`config.mk`:
```
export PLATFORM = sky130hd
export DESIGN_NAME = uart_rx_sequencer
export DESIGN_NICKNAME = d
export VERILOG_FILES = /design/src/rtl/uart_pkg.sv /design/src/rtl/uart_baud_tick.sv /design/src/rtl/uart_rx_sequencer.sv
export SDC_FILE = /design/constraint.sdc
export NUM_CORES = 1
export LEC_CHECK = 0
export CORE_UTILIZATION = 40
export DETAILED_ROUTE_END_ITERATION = 6
export DONT_BUFFER_PORTS = 1
export HOLD_SLACK_MARGIN = 0.02
export MAX_ROUTING_LAYER = met4
export PLACE_DENSITY = 0.53
export SLEW_MARGIN = 20
export SYNTH_ARGS = -nofsm -noshare
export SYNTH_HDL_FRONTEND = slang
export SYNTH_HIERARCHICAL = 1
export SYNTH_SLANG_ARGS = --single-unit
```
`constraint.sdc`:
```
create_clock -name clk -period 3.8 [get_ports clk]
set_input_delay 0.38 -clock clk [delete_from_list [all_inputs] [get_ports clk]]
set_output_delay 0.38 -clock clk [all_outputs]
set_load 0.05 [all_outputs]
```
`src/rtl/uart_pkg.sv`:
```
// Shared types and helpers for the UART receive path.
// Holds the receiver state encoding, counter widths and the baud divider calculation.
package uart_pkg;

    typedef enum logic [2:0] {
        IDLE,
        START,
        DATA,
        PARITY,
        STOP
    } rx_state_e;

    // Counts ticks within one bit; wide enough for oversample ratios up to 256.
    localparam int TICK_CTR_W = 8;
    // Indexes payload bits; covers frames of up to 8 data bits.
    localparam int BIT_IDX_W  = 3;

    // Clocks per oversample tick, rounded to the nearest integer.
    function automatic int calc_div(input int clk_hz, input int bps, input int ovs);
        return (clk_hz + (bps * ovs) / 2) / (bps * ovs);
    endfunction

endpackage

```
`src/rtl/uart_baud_tick.sv`:
```
// Oversample tick generator: free-running modulo-DIV counter with a synchronous
// restart so the tick phase can be realigned to a detected start edge.
module uart_baud_tick #(
    parameter int DIV = 430
) (
    input  logic clk,
    input  logic rst_n,
    input  logic restart,
    output logic tick
);

    localparam int CW = (DIV > 1) ? $clog2(DIV) : 1;
    localparam logic [CW-1:0] LAST = CW'(DIV - 1);

    logic [CW-1:0] cnt_reg;

    // Count 0..DIV-1, wrapping on the last value or jumping to 0 on restart.
    always_ff @(posedge clk or negedge rst_n) begin
        if (!rst_n) begin
            cnt_reg <= '0;
        end else if (restart || cnt_reg == LAST) begin
            cnt_reg <= '0;
        end else begin
            cnt_reg <= cnt_reg + 1'b1;
        end
    end

    assign tick = (cnt_reg == LAST);

endmodule

```
`src/rtl/uart_rx_sequencer.sv`:
```
// UART receive sequencer: synchronises rx, qualifies the start bit, samples each bit
// at its centre, assembles the payload and hands it downstream over valid/ready.
// Optional parity checking is enabled by defining UART_RX_PARITY_EN.
module uart_rx_sequencer
    import uart_pkg::*;
#(
    parameter int CLK_HZ      = 66_000_000,
    parameter int BITRATE_BPS = 9_600,
    parameter int OVS         = 16,
    parameter int DATA_BITS   = 8,
    parameter int PARITY_ODD  = 0
) (
    input  logic                 clk,
    input  logic                 rst_n,
    input  logic                 rx,
    output logic [DATA_BITS-1:0] rx_data,
    output logic                 rx_valid,
    input  logic                 rx_ready,
    output logic                 frame_err,
    output logic                 parity_err,
    output logic                 overrun,
    input  logic                 clr_ovr,
    output logic [7:0]           frame_cnt
);

    localparam int DIV = calc_div(CLK_HZ, BITRATE_BPS, OVS);
    localparam logic [TICK_CTR_W-1:0] HALF_LAST = TICK_CTR_W'(OVS / 2 - 1);
    localparam logic [TICK_CTR_W-1:0] FULL_LAST = TICK_CTR_W'(OVS - 1);
    localparam logic [BIT_IDX_W-1:0]  BIT_LAST  = BIT_IDX_W'(DATA_BITS - 1);

    logic                  sync1_reg, sync2_reg, rx_prev_reg;
    logic                  rx_s;
    logic                  tick;
    logic                  start_edge;

    rx_state_e             state_reg;
    logic [TICK_CTR_W-1:0] tick_ctr_reg;
    logic [BIT_IDX_W-1:0]  bit_idx_reg;
    logic [DATA_BITS-1:0]  shift_reg;
    logic                  wait_high_reg;
    logic                  done_reg;
    logic                  fe_pend_reg;

    logic [DATA_BITS-1:0]  rx_data_reg;
    logic                  rx_valid_reg;
    logic                  frame_err_reg;
    logic                  overrun_reg;
    logic [7:0]            frame_cnt_reg;

    // Two-flop synchroniser plus one history flop for falling-edge detection; idles high.
    always_ff @(posedge clk or negedge rst_n) begin
        if (!rst_n) begin
            sync1_reg   <= 1'b1;
            sync2_reg   <= 1'b1;
            rx_prev_reg <= 1'b1;
        end else begin
            sync1_reg   <= rx;
            sync2_reg   <= sync1_reg;
            rx_prev_reg <= sync2_reg;
        end
    end

    assign rx_s = sync2_reg;

    // A start edge is honoured only in IDLE, and not while waiting for the line to recover
    // after a frame whose stop bit was sampled low.
    assign start_edge = (state_reg == IDLE) && !wait_high_reg && rx_prev_reg && !rx_s;

    uart_baud_tick #(
        .DIV (DIV)
    ) u_baud_tick (
        .clk     (clk),
        .rst_n   (rst_n),
        .restart (start_edge),
        .tick    (tick)
    );

    // Receive FSM: start qualification at half a bit, then one sample per bit period.
    always_ff @(posedge clk or negedge rst_n) begin
        if (!rst_n) begin
            state_reg     <= IDLE;
            tick_ctr_reg  <= '0;
            bit_idx_reg   <= '0;
            shift_reg     <= '0;
            wait_high_reg <= 1'b0;
            done_reg      <= 1'b0;
            fe_pend_reg   <= 1'b0;
        end else begin
            done_reg <= 1'b0;
            case (state_reg)
                IDLE: begin
                    if (wait_high_reg && rx_s) begin
                        wait_high_reg <= 1'b0;
                    end
                    if (start_edge) begin
                        state_reg    <= START;
                        tick_ctr_reg <= '0;
                    end
                end
                START: begin
                    if (tick) begin
                        if (tick_ctr_reg == HALF_LAST) begin
                            tick_ctr_reg <= '0;
                            if (!rx_s) begin
                                state_reg   <= DATA;
                                bit_idx_reg <= '0;
                            end else begin
                                state_reg <= IDLE;
                            end
                        end else begin
                            tick_ctr_reg <= tick_ctr_reg + 1'b1;
                        end
                    end
                end
                DATA: begin
                    if (tick) begin
                        if (tick_ctr_reg == FULL_LAST) begin
                            tick_ctr_reg           <= '0;
                            shift_reg[bit_idx_reg] <= rx_s;
                            if (bit_idx_reg == BIT_LAST) begin
`ifdef UART_RX_PARITY_EN
                                state_reg <= PARITY;
`else
                                state_reg <= STOP;
`endif
                            end else begin
                                bit_idx_reg <= bit_idx_reg + 1'b1;
                            end
                        end else begin
                            tick_ctr_reg <= tick_ctr_reg + 1'b1;
                        end
                    end
                end
`ifdef UART_RX_PARITY_EN
                PARITY: begin
                    if (tick) begin
                        if (tick_ctr_reg == FULL_LAST) begin
                            tick_ctr_reg <= '0;
                            state_reg    <= STOP;
                        end else begin
                            tick_ctr_reg <= tick_ctr_reg + 1'b1;
                        end
                    end
                end
`endif
                STOP: begin
                    if (tick) begin
                        if (tick_ctr_reg == FULL_LAST) begin
                            tick_ctr_reg  <= '0;
                            fe_pend_reg   <= ~rx_s;
                            wait_high_reg <= ~rx_s;
                            done_reg      <= 1'b1;
                            state_reg     <= IDLE;
                        end else begin
                            tick_ctr_reg <= tick_ctr_reg + 1'b1;
                        end
                    end
                end
                default: state_reg <= IDLE;
            endcase
        end
    end

`ifdef UART_RX_PARITY_EN
    logic pe_pend_reg;
    logic parity_err_reg;

    // Parity error = received parity bit differs from XOR of payload (inverted for odd parity).
    always_ff @(posedge clk or negedge rst_n) begin
        if (!rst_n) begin
            pe_pend_reg <= 1'b0;
        end else if (state_reg == PARITY && tick && tick_ctr_reg == FULL_LAST) begin
            pe_pend_reg <= rx_s ^ (^shift_reg) ^ PARITY_ODD[0];
        end
    end

    // Parity status travels with the payload it belongs to.
    always_ff @(posedge clk or negedge rst_n) begin
        if (!rst_n) begin
            parity_err_reg <= 1'b0;
        end else if (done_reg && (!rx_valid_reg || rx_ready)) begin
            parity_err_reg <= pe_pend_reg;
        end
    end

    assign parity_err = parity_err_reg;
`else
    assign parity_err = 1'b0;
`endif

    // Delivery: load a finished frame if the slot is free or being emptied this cycle,
    // otherwise drop it and flag overrun; count every finished frame.
    always_ff @(posedge clk or negedge rst_n) begin
        if (!rst_n) begin
            rx_data_reg   <= '0;
            rx_valid_reg  <= 1'b0;
            frame_err_reg <= 1'b0;
            overrun_reg   <= 1'b0;
            frame_cnt_reg <= '0;
        end else begin
            if (clr_ovr) begin
                overrun_reg <= 1'b0;
            end
            if (done_reg) begin
                frame_cnt_reg <= frame_cnt_reg + 1'b1;
                if (!rx_valid_reg || rx_ready) begin
                    rx_data_reg   <= shift_reg;
                    frame_err_reg <= fe_pend_reg;
                    rx_valid_reg  <= 1'b1;
                end else begin
                    // Placed after the clear so a simultaneous set wins.
                    overrun_reg <= 1'b1;
                end
            end else if (rx_valid_reg && rx_ready) begin
                rx_valid_reg <= 1'b0;
            end
        end
    end

    assign rx_data   = rx_data_reg;
    assign rx_valid  = rx_valid_reg;
    assign frame_err = frame_err_reg;
    assign overrun   = overrun_reg;
    assign frame_cnt = frame_cnt_reg;

endmodule

```
==> results of run 1 <==
==> power by group through the flow <==
stage	Clock [mW]	Sequential [mW]	Combinational (mW)
global placement	0	0.735	0.147
floorplan	0	0.713	0.133
global route	0.371	0.736	0.197
CTS	0.346	0.724	0.166
detailed placement	0	0.736	0.149
finish	0.329	0.724	0.163
==> logic make-up after synthesis <==
group                      count (synthesis)  synth area share
DFF                                       56             0.511
xor gates and xnor gates                  10            0.0318
and+or+nand+nor                           92             0.194
adders and majority gates                  6            0.0273
buffers and inverters                     19            0.0296
AOI/OAI and AO/OA                         43             0.122
muxes                                     20            0.0828
other                                      1           0.00136
==> final cells by class <==
class                   instances  area, µm²  area share
well taps                      77       96.3      0.0329
clock buffers                   5       68.8      0.0235
clock inverters                 3       22.5     0.00770
inverters                       8       30.0      0.0103
multi-input cells             172       1260       0.432
repair buffers                  2       37.5      0.0128
flip-flops and latches         56       1410       0.481
==> through the flow <==
stage	cell area, µm²	hold slack [ns]	power (mW)	setup WS [ns]
CTS	2920	0.0510	1.24	1.55
global route	2920	0.0407	1.30	1.37
detailed placement	2800	0.0854	0.885	1.53
global placement	2800	0.0854	0.881	1.62
floorplan	2750	0.0844	0.846	1.81
finish	2920	0.0644	1.22	1.56
==> placed cells by master, fill, tap and decap left out, types with 3 or more instances in the layout <==
master                      n
sky130_fd_sc_hd__xor2_1     4
sky130_fd_sc_hd__nand2_1   15
sky130_fd_sc_hd__nand2b_1   3
sky130_fd_sc_hd__clkbuf_8   5
sky130_fd_sc_hd__o21ai_0   13
sky130_fd_sc_hd__mux2_1     7
sky130_fd_sc_hd__dfrtp_1   53
sky130_fd_sc_hd__nor3_1     5
sky130_fd_sc_hd__nor2_1    13
sky130_fd_sc_hd__or3_1      5
sky130_fd_sc_hd__nand4b_1   3
sky130_fd_sc_hd__and3_1     5
sky130_fd_sc_hd__nor2b_1    7
sky130_fd_sc_hd__mux2_2    11
sky130_fd_sc_hd__ha_1       6
sky130_fd_sc_hd__a22o_1     3
sky130_fd_sc_hd__a21oi_1    5
sky130_fd_sc_hd__nand3_1   14
sky130_fd_sc_hd__dfstp_2    3
sky130_fd_sc_hd__xnor2_1    6
sky130_fd_sc_hd__nand4_1    8
sky130_fd_sc_hd__o211ai_1   7
sky130_fd_sc_hd__inv_1      8
==> worst register-to-register path, stage by stage (launching register included) <==
cell	delay [ns]
sky130_fd_sc_hd__dfrtp_1	0.43
sky130_fd_sc_hd__inv_1	0.07
sky130_fd_sc_hd__ha_1	0.14
sky130_fd_sc_hd__nand4bb_1	0.14
sky130_fd_sc_hd__nor2_1	0.39
sky130_fd_sc_hd__and3_1	0.39
sky130_fd_sc_hd__mux2_2	0.38
sky130_fd_sc_hd__a22o_1	0.22
==> worst paths after layout <==
path	startpoint	end	slack (ns)	cells past startpoint
min reg2reg	sync1_reg$_DFF_PN1_	rx_s$_DFF_PN1_	0.37	0
min in group asynchronous	rst_n	rx_data[3]$_DFFE_PN0P_	0.59	2
min	rx	sync1_reg$_DFF_PN1_	0.06	0
max	u_baud_tick/cnt_reg[1]$_DFF_PN0_	wait_high_reg$_DFFE_PN0P_	1.56	7
max reg2reg	u_baud_tick/cnt_reg[1]$_DFF_PN0_	wait_high_reg$_DFFE_PN0P_	1.56	7
max in group asynchronous	rst_n	rx_s$_DFF_PN1_	2.91	2
==> metal layers <==
layer,up-vias,track usage
li1,885,-
met1,929,0.199
met3,4,0.0331
met2,37,0.234
met5,-,-
met4,0,0.0416
==> out/summary.log, run 1 <==
qor: yosys.synthCells 247
qor: placement.gp_congestion 0.780
qor: clock_network.cts-root-to-sink-buffers 2
qor: timing.maxSlewHeadroom 0.448
qor: timing.maxClockFrequency 446 MHz
qor: clock_network.ctsHtreeMaxLevel 2
qor: min_path.min-delay-path-class in2reg
qor: power_and_ir_drop.switchingPower 0.359 mW
qor: outcome.failed_checks DRC
qor: global_routing.global_route.overflow_total 0
qor: setup_path.crit_fanout 8
qor: global_routing.grt_pass1_vias 1,822
qor: power_and_ir_drop.power.share.combinational 0.134
qor: clock_network.cts_num_sinks 56
qor: floorplanning.die-width 84.9 µm
qor: power_and_ir_drop.power.switching_fraction 0.295
qor: setup_path.worstPathBufferInverterCount 1
qor: setup_path.cp-start-kind flop
qor: clock_network.cts_buffers 5
qor: routing.route.layer.met1.wl 2.37 mm
qor: setup_path.cp-end-kind flop
qor: floorplanning.placement_rows 29
qor: clock_network.holdBufCountCts 2
qor: floorplanning.start_util 0.423
qor: timing.hold_violations 0
qor: routing.drt_drc_violations_left 4
qor: placement.place.detailed.hpwl 3.24 mm
qor: routing.maxUsedRoutingLayer met4
qor: setup_path.critical_path.max_stage_delay 0.43 ns
qor: clock_network.clk_latency 0.31 ns
qor: power_and_ir_drop.internal_power 0.857 mW
qor: final_layout.layout-drive-gt1-share 0.159
qor: yosys.yosys.cell_count.top_type sky130_fd_sc_hd__dfrtp_1
qor: routing.detail_route.wirelength 4.77 mm
qor: final_layout.number_of_flip_flops_in_the_largest_register 9
qor: power_and_ir_drop.pwr-share-clk 0.271
qor: global_routing.grt_pass1_wl 8.62 mm
qor: yosys.most_area_hungry_cell_type_in_the_yosys_netlist sky130_fd_sc_hd__dfrtp_1
qor: setup_path.cp.required 4.00 ns
qor: outcome.run_status finished with violations
qor: yosys.netlist_top_cells_area sky130_fd_sc_hd__dfrtp_1, sky130_fd_sc_hd__mux2_2, sky130_fd_sc_hd__dfstp_2
qor: setup_path.worst-setup-path-type reg2reg
qor: yosys.synth.lib_cells_used.distinct 55
qor: timing.drv_slew 0
qor: yosys.synthesis.area_per_instance 11.1 µm²
qor: global_routing.grt_max_degree 57
qor: yosys.synth-edff-count 0
qor: routing.dr.pass1.iters 6
qor: final_layout.final.fill_count 607
qor: yosys.synth_fp_nets 258
qor: placement.dp_cells 313
qor: routing.dr_total_vias 1,855
qor: yosys.synth.top_cell.area_share 0.482
qor: final_layout.insertedDiodeCount 0
qor: global_routing.initial_antenna_violation_count 0
qor: floorplanning.top_ports 25
qor: timing.final_period_minus_worst_setup_slack 2.24 ns
qor: power_and_ir_drop.leakagePower 1.29 nW
qor: timing.rsz0062_at_grt false
qor: clock_network.clockRootBuffer sky130_fd_sc_hd__clkbuf_8
qor: yosys.asyncSetResetFlopFracSynth 1.00
qor: yosys.synthesis.area 0.00275 mm²
qor: final_layout.layoutNonFillerInstCount 323
qor: final_layout.nets 256
qor: flow_run.timing.max_cap.violations 0
qor: floorplanning.fp.coreArea 0.00649 mm²
qor: setup_path.cp_slowest_cell sky130_fd_sc_hd__dfrtp_1
qor: timing.clock_skew 0.00795 ns
qor: routing.route.detailed.vias_per_inst 5.74
qor: floorplanning.fp.dieArea 0.00721 mm²
qor: routing.met3_wirelength 164 µm
qor: yosys.synth_top_cells_by_count sky130_fd_sc_hd__dfrtp_1, sky130_fd_sc_hd__nand2_1, sky130_fd_sc_hd__nand3_1
qor: yosys.synth-seq-cells 56
qor: power_and_ir_drop.power.density_cell_area 416 mW/mm²
qor: final_layout.final_core_util 0.450
qor: final_layout.flow.area_growth_from_synthesis 6.32%
qor: yosys.synth.yosys.seq_area_share 0.511
qor: clock_network.cts_tree yes
qor: global_routing.track_usage 0.151
qor: setup_path.critical-path-top-delay-family simple AND/OR/NAND/NOR gates
qor: setup_path.cp_data_arrival_time 2.45 ns
qor: routing.met2_length 2.19 mm
qor: routing.drt_first_iter_violations 120
qor: timing.timing.setup.tns 0 ns
qor: yosys.yosys_most_used_dff sky130_fd_sc_hd__dfrtp_1
qor: power_and_ir_drop.ir_worst_vdd 172 µV
qor: routing.wire_per_inst 14.8 µm
qor: placement.placement.io_buffers 0
qor: timing.layout_worst_path_cycle_share 0.591
qor: timing.tightestPinTransition 0.827 ns
qor: floorplanning.die_height 84.9 µm
qor: yosys.yosys_warnings 6
qor: clock_network.number_of_setup_buffers_added_after_cts 0
qor: clock_network.postCtsResizedCells 0
qor: setup_path.timing.critical_path.cells inv_1, ha_1, nand4bb_1, nor2_1, and3_1, mux2_2, a22o_1
qor: clock_network.cts.clk_slew.worst_paths 0.10 ns
qor: routing.detail-route-antenna-nets 0
qor: power_and_ir_drop.seqPwrFrac 0.595
qor: timing.finalSetupViolCount 0
(Power assumes the default switching activity.)
==> run 2: changes to the inputs <==
PLACE_DENSITY = 0.55   (was 0.53)
clock period = 2 ns   (was 3.8 ns; I/O delays follow)
==> run 2 against run 1 <==
Net effect: the run still ends with DRC left; wire length up 4.3%; hold slack better by 0.054 ns; first-iteration DRC count down 6.7%; die area unchanged; highest routed layer unchanged.
==> out/summary.log, run 2 (synthesis gave the netlist of run 1 again) <==
qor: setup_path.r2r_slack 0.08 ns [was 1.56 ns]
qor: power_and_ir_drop.leakagePower 1.46 nW [was 1.29 nW]
qor: power_and_ir_drop.power.density_cell_area 753 mW/mm² [was 416 mW/mm²]
qor: clock_network.cts_num_sinks 56 [unchanged]
qor: global_routing.grt_pass1_vias 1,885 [was 1,822]
qor: timing.final_period_minus_worst_setup_slack 1.92 ns [was 2.24 ns]
qor: floorplanning.top_ports 25 [unchanged]
qor: clock_network.ctsHtreeMaxLevel 2 [unchanged]
qor: outcome.failed_checks DRC [unchanged]
qor: timing.timing.setup.tns 0 ns [unchanged]
qor: routing.dr_total_vias 1,910 [was 1,855]
qor: final_layout.fin_area 0.00320 mm² [was 0.00292 mm²]
qor: final_layout.final_common_cell sky130_fd_sc_hd__dfrtp_1 [unchanged]
qor: timing.maxClockFrequency 521 MHz [was 446 MHz]
qor: placement.placement.io_buffers 0 [unchanged]
qor: timing.rsz0062_at_grt false [unchanged]
qor: routing.drt_drc_violations_left 4 [unchanged]
qor: final_layout.layout_common_cells sky130_fd_sc_hd__dfrtp_1, sky130_fd_sc_hd__buf_4, sky130_fd_sc_hd__nand2_1 [was sky130_fd_sc_hd__dfrtp_1, sky130_fd_sc_hd__nand2_1, sky130_fd_sc_hd__nand3_1]
qor: clock_network.clk_latency 0.30 ns [was 0.31 ns]
qor: global_routing.global_route.overflow_total 0 [unchanged]
qor: timing.tightestPinTransition 0.550 ns [was 0.827 ns]
qor: global_routing.grt_pass1_wl 8.75 mm [was 8.62 mm]
qor: routing.drt_first_iter_violations 112 [was 120]
qor: floorplanning.die_height 84.9 µm [unchanged]
qor: setup_path.cp-start-kind flop [unchanged]
qor: clock_network.cts_tree yes [unchanged]
qor: timing.fin_worst_hold_slack 0.118 ns [was 0.0644 ns]
qor: timing.clock_skew 0.00741 ns [was 0.00795 ns]
qor: final_layout.flow.area_growth_from_synthesis 16.2% [was 6.32%]
qor: global_routing.grt_max_degree 57 [unchanged]
qor: placement.place_area 0.00300 mm² [was 0.00280 mm²]
qor: timing.finalSetupViolCount 0 [unchanged]
qor: setup_path.worst-setup-path-type reg2reg [unchanged]
qor: floorplanning.fp.coreArea 0.00649 mm² [unchanged]
qor: timing.worst_slack 0.0814 ns [was 1.56 ns]
qor: routing.detail-route-antenna-nets 0 [unchanged]
qor: routing.wire_per_inst 14.0 µm [was 14.8 µm]
qor: clock_network.cts-root-to-sink-buffers 2 [unchanged]
qor: floorplanning.fp.dieArea 0.00721 mm² [unchanged]
qor: placement.gp_congestion 0.857 [was 0.780]
qor: setup_path.cp_data_arrival_time 2.13 ns [was 2.45 ns]
qor: setup_path.crit_fanout 13 [was 8]
qor: final_layout.insertedDiodeCount 0 [unchanged]
qor: outcome.run_status finished with violations [unchanged]
qor: global_routing.initial_antenna_violation_count 0 [unchanged]
qor: clock_network.cts_buffers 5 [unchanged]
qor: timing.maxSlewHeadroom 0.634 [was 0.448]
qor: final_layout.layout-drive-gt1-share 0.258 [was 0.159]
qor: setup_path.cp-end-kind flop [unchanged]
qor: placement.place.detailed.hpwl 3.45 mm [was 3.24 mm]
qor: floorplanning.start_util 0.423 [unchanged]
qor: timing.hold_violations 0 [unchanged]
qor: timing.drv_slew 0 [unchanged]
qor: min_path.min-delay-path-class in2reg [unchanged]
qor: routing.detail_route.wirelength 4.97 mm [was 4.77 mm]
qor: timing.layout_worst_path_cycle_share 0.959 [was 0.591]
qor: setup_path.cp.required 2.21 ns [was 4.00 ns]
qor: floorplanning.placement_rows 29 [unchanged]
qor: clock_network.cts.clk_slew.worst_paths 0.10 ns [about the same]
qor: final_layout.number_of_flip_flops_in_the_largest_register 9 [unchanged]
qor: global_routing.track_usage 0.155 [was 0.151]
qor: routing.route.detailed.vias_per_inst 5.37 [was 5.74]
qor: clock_network.clockRootBuffer sky130_fd_sc_hd__clkbuf_8 [unchanged]
qor: flow_run.timing.max_cap.violations 0 [unchanged]
qor: placement.pre_cts_ws 0.0331 ns [was 1.53 ns]
qor: floorplanning.die-width 84.9 µm [unchanged]
qor: routing.dr.pass1.iters 6 [unchanged]
qor: power_and_ir_drop.ir_worst_vdd 286 µV [was 172 µV]
qor: final_layout.nets 289 [was 256]
[run 2: cell count changes in the layout (fill, tap and decap cells not counted), sizes merged]
cell / before / now
clkinv: 2 / 1
dlygate4sd3: 1 / 3
inv: 9 / 8
clkbuf: 5 / 6
clkinvlp: 0 / 1
buf: 1 / 32
[run 2: critical path: stages, from the launching register on]
cell                        delay, ns
sky130_fd_sc_hd__dfrtp_1         0.52
sky130_fd_sc_hd__or3b_2          0.54
sky130_fd_sc_hd__a41oi_2         0.36
sky130_fd_sc_hd__o2bb2ai_2       0.18
sky130_fd_sc_hd__o211ai_1        0.22
[run 2: layout make-up]
class | instances | area, µm²
fill | 572 | 3300
sequential | 56 | 1410
multi-input combinational | 172 | 1270
timing repair buffer | 35 | 303
tap | 77 | 96.3
clock buffer | 6 | 72.6
inverter | 8 | 30.0
clock inverter | 2 | 16.3
[run 2: per-stage QoR]
stage	power [mW]	util	instances
after global placement	1.77	0.461	338
after detailed placement	1.79	0.461	338
after global routing	2.57	0.492	356
final	2.41	0.492	356
after floorplan	1.61	-	247
after CTS	2.44	0.484	350
[run 2: power breakdown]
group | internal (mW) | leakage [nW] | switching [mW]
clock | 0.250 | 0.0414 | 0.361
combinational | 0.235 | 0.674 | 0.251
sequential | 1.23 | 0.745 | 0.0775
[run 2: worst paths after layout]
check	startpoint	endpoint	cells past startpoint
worst max-delay path	state_reg[1]$_DFFE_PN0P_	tick_ctr_reg[5]$_DFFE_PN0P_	4
worst min-delay path	rx_ready	rx_valid$_DFFE_PN0P_	2
worst max register to register	state_reg[1]$_DFFE_PN0P_	tick_ctr_reg[5]$_DFFE_PN0P_	4
worst min register to register	sync1_reg$_DFF_PN1_	rx_s$_DFF_PN1_	0
max in group asynchronous	rst_n	sync1_reg$_DFF_PN1_	2
min in group asynchronous	rst_n	shift_reg[6]$_DFFE_PN0P_	2
[run 2: metal layers]
metal / vias to the layer above / GRT usage / routed length [µm]
met5: - / - / 0
met4: 0 / 0.0370 / 29
met3: 2 / 0.0340 / 83
met2: 20 / 0.248 / 2410
met1: 941 / 0.203 / 2450
li1: 947 / - / -
[run 2: timing repair]
item                                   in CTS  in global routing
gates resized for setup                     0                  3
hold buffers                                4                  0
endpoints found under the hold margin      58                  0
setup endpoints to repair                   0                 18
buffers inserted                            0                  6
==> run 3: changes to the inputs <==
PLACE_DENSITY = 0.67   (was 0.55)
==> run 3 against run 2 <==
Net effect: cell area down 1.0%; non-clock buffer count down 7; largest power group unchanged; highest routed layer unchanged; register-to-register slack better by 0.06 ns; die area unchanged; critical path depth up 4; fmax up 3.2%; wire length down 1.2%; the flow still finishes with violations (DRC).
==> out/summary.log, run 3 (synthesis gave the netlist of run 1 again) <==
qor: final_layout.seqCellArea 0.00141 mm² [unchanged]
qor: placement.gp_congestion 0.824 [was 0.857]
qor: placement.place.detailed.hpwl 3.34 mm [was 3.45 mm]
qor: clock_network.clockRootBuffer sky130_fd_sc_hd__clkbuf_8 [unchanged]
qor: timing.rsz0062_at_grt false [unchanged]
qor: placement.place_area 0.00297 mm² [was 0.00300 mm²]
qor: timing.hold_violations 0 [unchanged]
qor: routing.dr_total_vias 1,966 [was 1,910]
qor: clock_network.clk_latency 0.31 ns [was 0.30 ns]
qor: min_path.min-delay-path-class in2reg [unchanged]
qor: min_path.min_from rx_ready [unchanged]
qor: routing.drt_drc_violations_left 1 [was 4]
qor: global_routing.initial_antenna_violation_count 0 [unchanged]
qor: final_layout.insertedDiodeCount 0 [unchanged]
qor: timing.maxClockFrequency 538 MHz [was 521 MHz]
qor: power_and_ir_drop.power.density_cell_area 792 mW/mm² [was 753 mW/mm²]
qor: global_routing.grt_max_degree 57 [unchanged]
qor: floorplanning.start_util 0.423 [unchanged]
qor: placement.dp_cells 336 [was 338]
qor: timing.final_period_minus_worst_setup_slack 1.86 ns [was 1.92 ns]
qor: setup_path.critical-path-top-delay-family simple AND/OR/NAND/NOR gates [was compound AO/OA/AOI/OAI gates]
qor: clock_network.ctsHtreeMaxLevel 2 [unchanged]
qor: placement.placement.io_buffers 0 [unchanged]
qor: clock_network.cts_buffers 5 [unchanged]
qor: global_routing.grt_pass1_vias 1,926 [was 1,885]
qor: timing.maxSlewHeadroom 0.632 [was 0.634]
qor: timing.drv_slew 0 [unchanged]
qor: final_layout.layout-drive-gt1-share 0.243 [was 0.258]
qor: setup_path.worstPathBufferInverterCount 1 [was 0]
qor: routing.detail-route-antenna-nets 0 [unchanged]
qor: timing.layout_worst_path_cycle_share 0.930 [was 0.959]
qor: setup_path.cp_slowest_cell sky130_fd_sc_hd__dfrtp_1 [was sky130_fd_sc_hd__or3b_2]
qor: routing.wire_per_inst 14.1 µm [was 14.0 µm]
qor: final_layout.fin_area 0.00316 mm² [was 0.00320 mm²]
qor: routing.drt_first_iter_violations 99 [was 112]
qor: routing.detail_route.wirelength 4.91 mm [was 4.97 mm]
qor: flow_run.timing.max_cap.violations 0 [unchanged]
qor: floorplanning.top_ports 25 [unchanged]
qor: min_path.whs_path_depth 2 [unchanged]
qor: setup_path.cp_data_arrival_time 2.06 ns [was 2.13 ns]
qor: setup_path.r2r-start u_baud_tick/cnt_reg[1]$_DFF_PN0_ [was state_reg[1]$_DFFE_PN0P_]
qor: final_layout.layout_common_cells sky130_fd_sc_hd__dfrtp_1, sky130_fd_sc_hd__buf_4, sky130_fd_sc_hd__nand2_1 [unchanged]
qor: setup_path.timing.critical_path.cells inv_1, ha_1, nand4bb_1, nor2_4, and2b_1, o21ai_0, a211o_1, mux2_4 [was or3b_2, a41oi_2, o2bb2ai_2, o211ai_1]
qor: floorplanning.fp.dieArea 0.00721 mm² [unchanged]
qor: final_layout.final_common_cell sky130_fd_sc_hd__dfrtp_1 [unchanged]
qor: global_routing.global_route.overflow_total 0 [unchanged]
qor: floorplanning.die-width 84.9 µm [unchanged]
qor: floorplanning.placement_rows 29 [unchanged]
qor: final_layout.multiInputGateArea 0.00128 mm² [was 0.00127 mm²]
qor: final_layout.flow.area_growth_from_synthesis 15.1% [was 16.2%]
qor: floorplanning.die_height 84.9 µm [unchanged]
qor: setup_path.reg2reg_depth 8 [was 4]
qor: final_layout.layoutNonFillerInstCount 349 [was 356]
qor: routing.route.detailed.vias_per_inst 5.63 [was 5.37]
qor: clock_network.cts_tree yes [unchanged]
qor: min_path.min_delay_worst_endpoint rx_valid$_DFFE_PN0P_ [unchanged]
qor: outcome.failed_checks DRC [unchanged]
qor: routing.dr.pass1.iters 6 [unchanged]
qor: global_routing.grt_pass1_wl 8.70 mm [was 8.75 mm]
qor: setup_path.crit_fanout 6 [was 13]
qor: setup_path.worstReg2RegEnd bit_idx_reg[0]$_DFFE_PN0P_ [was tick_ctr_reg[5]$_DFFE_PN0P_]
qor: setup_path.cp-end-kind flop [unchanged]
qor: setup_path.critical_path.max_stage_delay 0.38 ns [was 0.54 ns]
qor: final_layout.number_of_flip_flops_in_the_largest_register 9 [unchanged]
qor: clock_network.cts.clk_slew.worst_paths 0.10 ns [about the same]
qor: setup_path.worst-setup-path-type reg2reg [unchanged]
qor: timing.clock_skew 0.00926 ns [was 0.00741 ns]
qor: outcome.run_status finished with violations [unchanged]
qor: power_and_ir_drop.leakagePower 1.43 nW [was 1.46 nW]
qor: global_routing.track_usage 0.154 [was 0.155]
qor: power_and_ir_drop.finalPower 2.51 mW [was 2.41 mW]
qor: final_layout.final.fill_count 565 [was 572]
qor: timing.tightestPinTransition 0.552 ns [was 0.550 ns]
qor: clock_network.cts_num_sinks 56 [unchanged]
qor: final_layout.nets 282 [was 289]
qor: setup_path.cp-start-kind flop [unchanged]
qor: setup_path.r2r_slack 0.14 ns [was 0.08 ns]
qor: power_and_ir_drop.ir_worst_vdd 473 µV [was 286 µV]
qor: floorplanning.fp.coreArea 0.00649 mm² [unchanged]
qor: timing.finalSetupViolCount 0 [unchanged]
qor: clock_network.cts-root-to-sink-buffers 2 [unchanged]
qor: setup_path.cp.required 2.20 ns [was 2.21 ns]
-- run 3: power breakdown --
group	switching (mW)	total, mW	internal, mW
logic	0.220	0.425	0.205
clock network	0.368	0.747	0.379
registers	0.101	1.33	1.23
total	0.689	2.51	1.82
-- run 3: metal layers --
| layer | up-vias | global-route usage | share of wire |
|---|---|---|---|
| met5 | - | - | 0 |
| met4 | 0 | 0.0539 | 0.0098 |
| met3 | 5 | 0.0370 | 0.041 |
| met2 | 53 | 0.242 | 0.47 |
| met1 | 972 | 0.195 | 0.48 |
| li1 | 936 | - | - |
-- run 3: how the worst max path moves through the flow --
| stage | start | endpoint | slack (ns) | depth (start not counted) |
|---|---|---|---|---|
| finish | u_baud_tick/cnt_reg[1]$_DFF_PN0_ | bit_idx_reg[0]$_DFFE_PN0P_ | 0.14 | 8 |
| global route | tick_ctr_reg[0]$_DFFE_PN0P_ | tick_ctr_reg[3]$_DFFE_PN0P_ | 0.008 | 5 |
| CTS | tick_ctr_reg[0]$_DFFE_PN0P_ | tick_ctr_reg[3]$_DFFE_PN0P_ | 0.05 | 5 |
| detailed placement | u_baud_tick/cnt_reg[1]$_DFF_PN0_ | shift_reg[5]$_DFFE_PN0P_ | -0.001 | 7 |
| global placement | u_baud_tick/cnt_reg[1]$_DFF_PN0_ | shift_reg[5]$_DFFE_PN0P_ | 0.07 | 7 |
| floorplan | u_baud_tick/cnt_reg[1]$_DFF_PN0_ | wait_high_reg$_DFFE_PN0P_ | 0.009 | 8 |
-- run 3: repair_timing --
action,4_1_cts,5_1_grt
pin swaps,0,3
resized for setup,1,4
setup endpoints to repair,7,19
buffers inserted,0,1
hold endpoints to repair,58,0
hold buffers,4,0
-- run 3: stage by stage --
step | worst slack, ns | TNS, ns | utilization | hold slack (ns)
finish | 0.140 | 0 | 0.487 | 0.110
global route | 0.00848 | 0 | 0.487 | 0.103
detailed placement | -0.00142 | -0.00142 | 0.457 | -0.0946
global placement | 0.0706 | 0 | 0.457 | -0.0946
CTS | 0.0525 | 0 | 0.483 | 0.103
floorplan | 0.00870 | 0 | - | -0.0956
-- run 3: cell type report --
cell class | instances | area share
clock inverters | 2 | 0.0123
repair buffers | 28 | 0.0751
flip-flops and latches | 56 | 0.444
clock buffers | 6 | 0.0229
inverters | 8 | 0.00949
multi-input cells | 172 | 0.406
well taps | 77 | 0.0304
==> RTL change (flow settings as in run 3) <==
Register the output `frame_cnt` once more; this adds one clock of latency there. The other outputs are not delayed to match.
--- a/src/rtl/uart_rx_sequencer.sv
+++ b/src/rtl/uart_rx_sequencer.sv
@@ -221,7 +221,9 @@
     assign rx_valid  = rx_valid_reg;
     assign frame_err = frame_err_reg;
     assign overrun   = overrun_reg;
-    assign frame_cnt = frame_cnt_reg;
+    always_ff @(posedge clk) begin
+        frame_cnt <= frame_cnt_reg;
+    end
 
 endmodule
 
Formal check against the unedited RTL: no difference found for any inputs over 10 cycles, from zero or initial values and one cycle with rst_n low; that may be too few to reach the edited logic, so the function may still have changed.
==> RTL change against run 3 <==
- the flow finishes with violations (negative setup slack)
- die area is 5.2% higher
- routed wire length is 10% higher
- sequential cell count is 8 higher
- final area is 17% higher
- via count is 0.86% higher
- area after synthesis is 5.3% higher
- largest cell class unchanged
- setup slack worse by 0.29 ns
- first-iteration DRC count is 10% lower
- critical path type unchanged
Power is not compared: it rests on default switching activity, and its combinational part moved more than twofold at a synthesized area within 25%.
==> RTL change: results (changes against run 3) <==
The flow ran to the end, but the final reports show violations. The final reports fail on negative setup slack. The cell count after placement is 368 (+9.5%). The worst setup skew after layout came out at 0.00656 ns (-0.00270 ns). The clock-pin slew on the worst setup and hold paths came to 0.08 ns (-0.02 ns).

The met3 wire length is 216 um (+8.0%). The worst setup margin came to -0.153 ns (-0.294 ns). The total negative setup slack came to -0.901 ns (-0.901 ns). The transition at the pin with the smallest max-transition slack is 0.597 ns (+0.0457 ns).

The largest fanout on the critical path came out at 8 (+2). The count of buffers added by post-CTS timing repair for setup is 2 (+2). The number of nets in the finished design is 305 (+8.2%). The total non-filler cell area in the finished layout is 0.00372 mm^2 (+17%). The sum of routed wire length over all layers came to 5410 um (+10%).

The final RePlAce weighted congestion is 0.825 (about the same). The fraction of standard cell area in multi-input logic came to 37.6% (-3.0 points). The first-pass detailed-route iteration total was 4 (-2). The global routing usage summed across all routing layers came out at 16.1% (+0.75 points). The global-route wire length before repair came out at 8850 um (+1.7%).

The number of flip-flops under the largest register name was 16 (+7). The met2 routed wirelength came out at 2660 um (+15%). The average wire per cell in the routed design came to 13.7 um (-2.6%). The register fraction of the total cell area came out at 42.1% (-2.3 points). The count of final setup violators is 14 (+14). The arrival time at the worst endpoint is 2.39 ns (+0.33 ns). The sequential area share after synthesis came out at 54.1% (+3.0 points).
-- RTL change: worst max-delay path, stage by stage, from the launching register on --
cell and delay (ns):
dfrtp_1 0.39, or4_4 0.59, o311ai_4 0.28, o41ai_4 0.20, buf_4 0.18, a22o_4 0.21, a31o_4 0.20
-- RTL change: worst paths after layout --
kind | start | endpoint | slack, ns | cells after the start
min in group asynchronous | rst_n | tick_ctr_reg[5]$_DFFE_PN0P_ | 0.37 | 2
setup reg to reg | tick_ctr_reg[7]$_DFFE_PN0P_ | tick_ctr_reg[3]$_DFFE_PN0P_ | -0.15 | 6
hold reg to reg | sync1_reg$_DFF_PN1_ | rx_s$_DFF_PN1_ | 0.36 | 0
hold / removal | rx_ready | rx_valid$_DFFE_PN0P_ | 0.06 | 2
max in group asynchronous | rst_n | rx_prev_reg$_DFF_PN1_ | 1.35 | 2
setup / recovery | tick_ctr_reg[7]$_DFFE_PN0P_ | tick_ctr_reg[3]$_DFFE_PN0P_ | -0.15 | 6
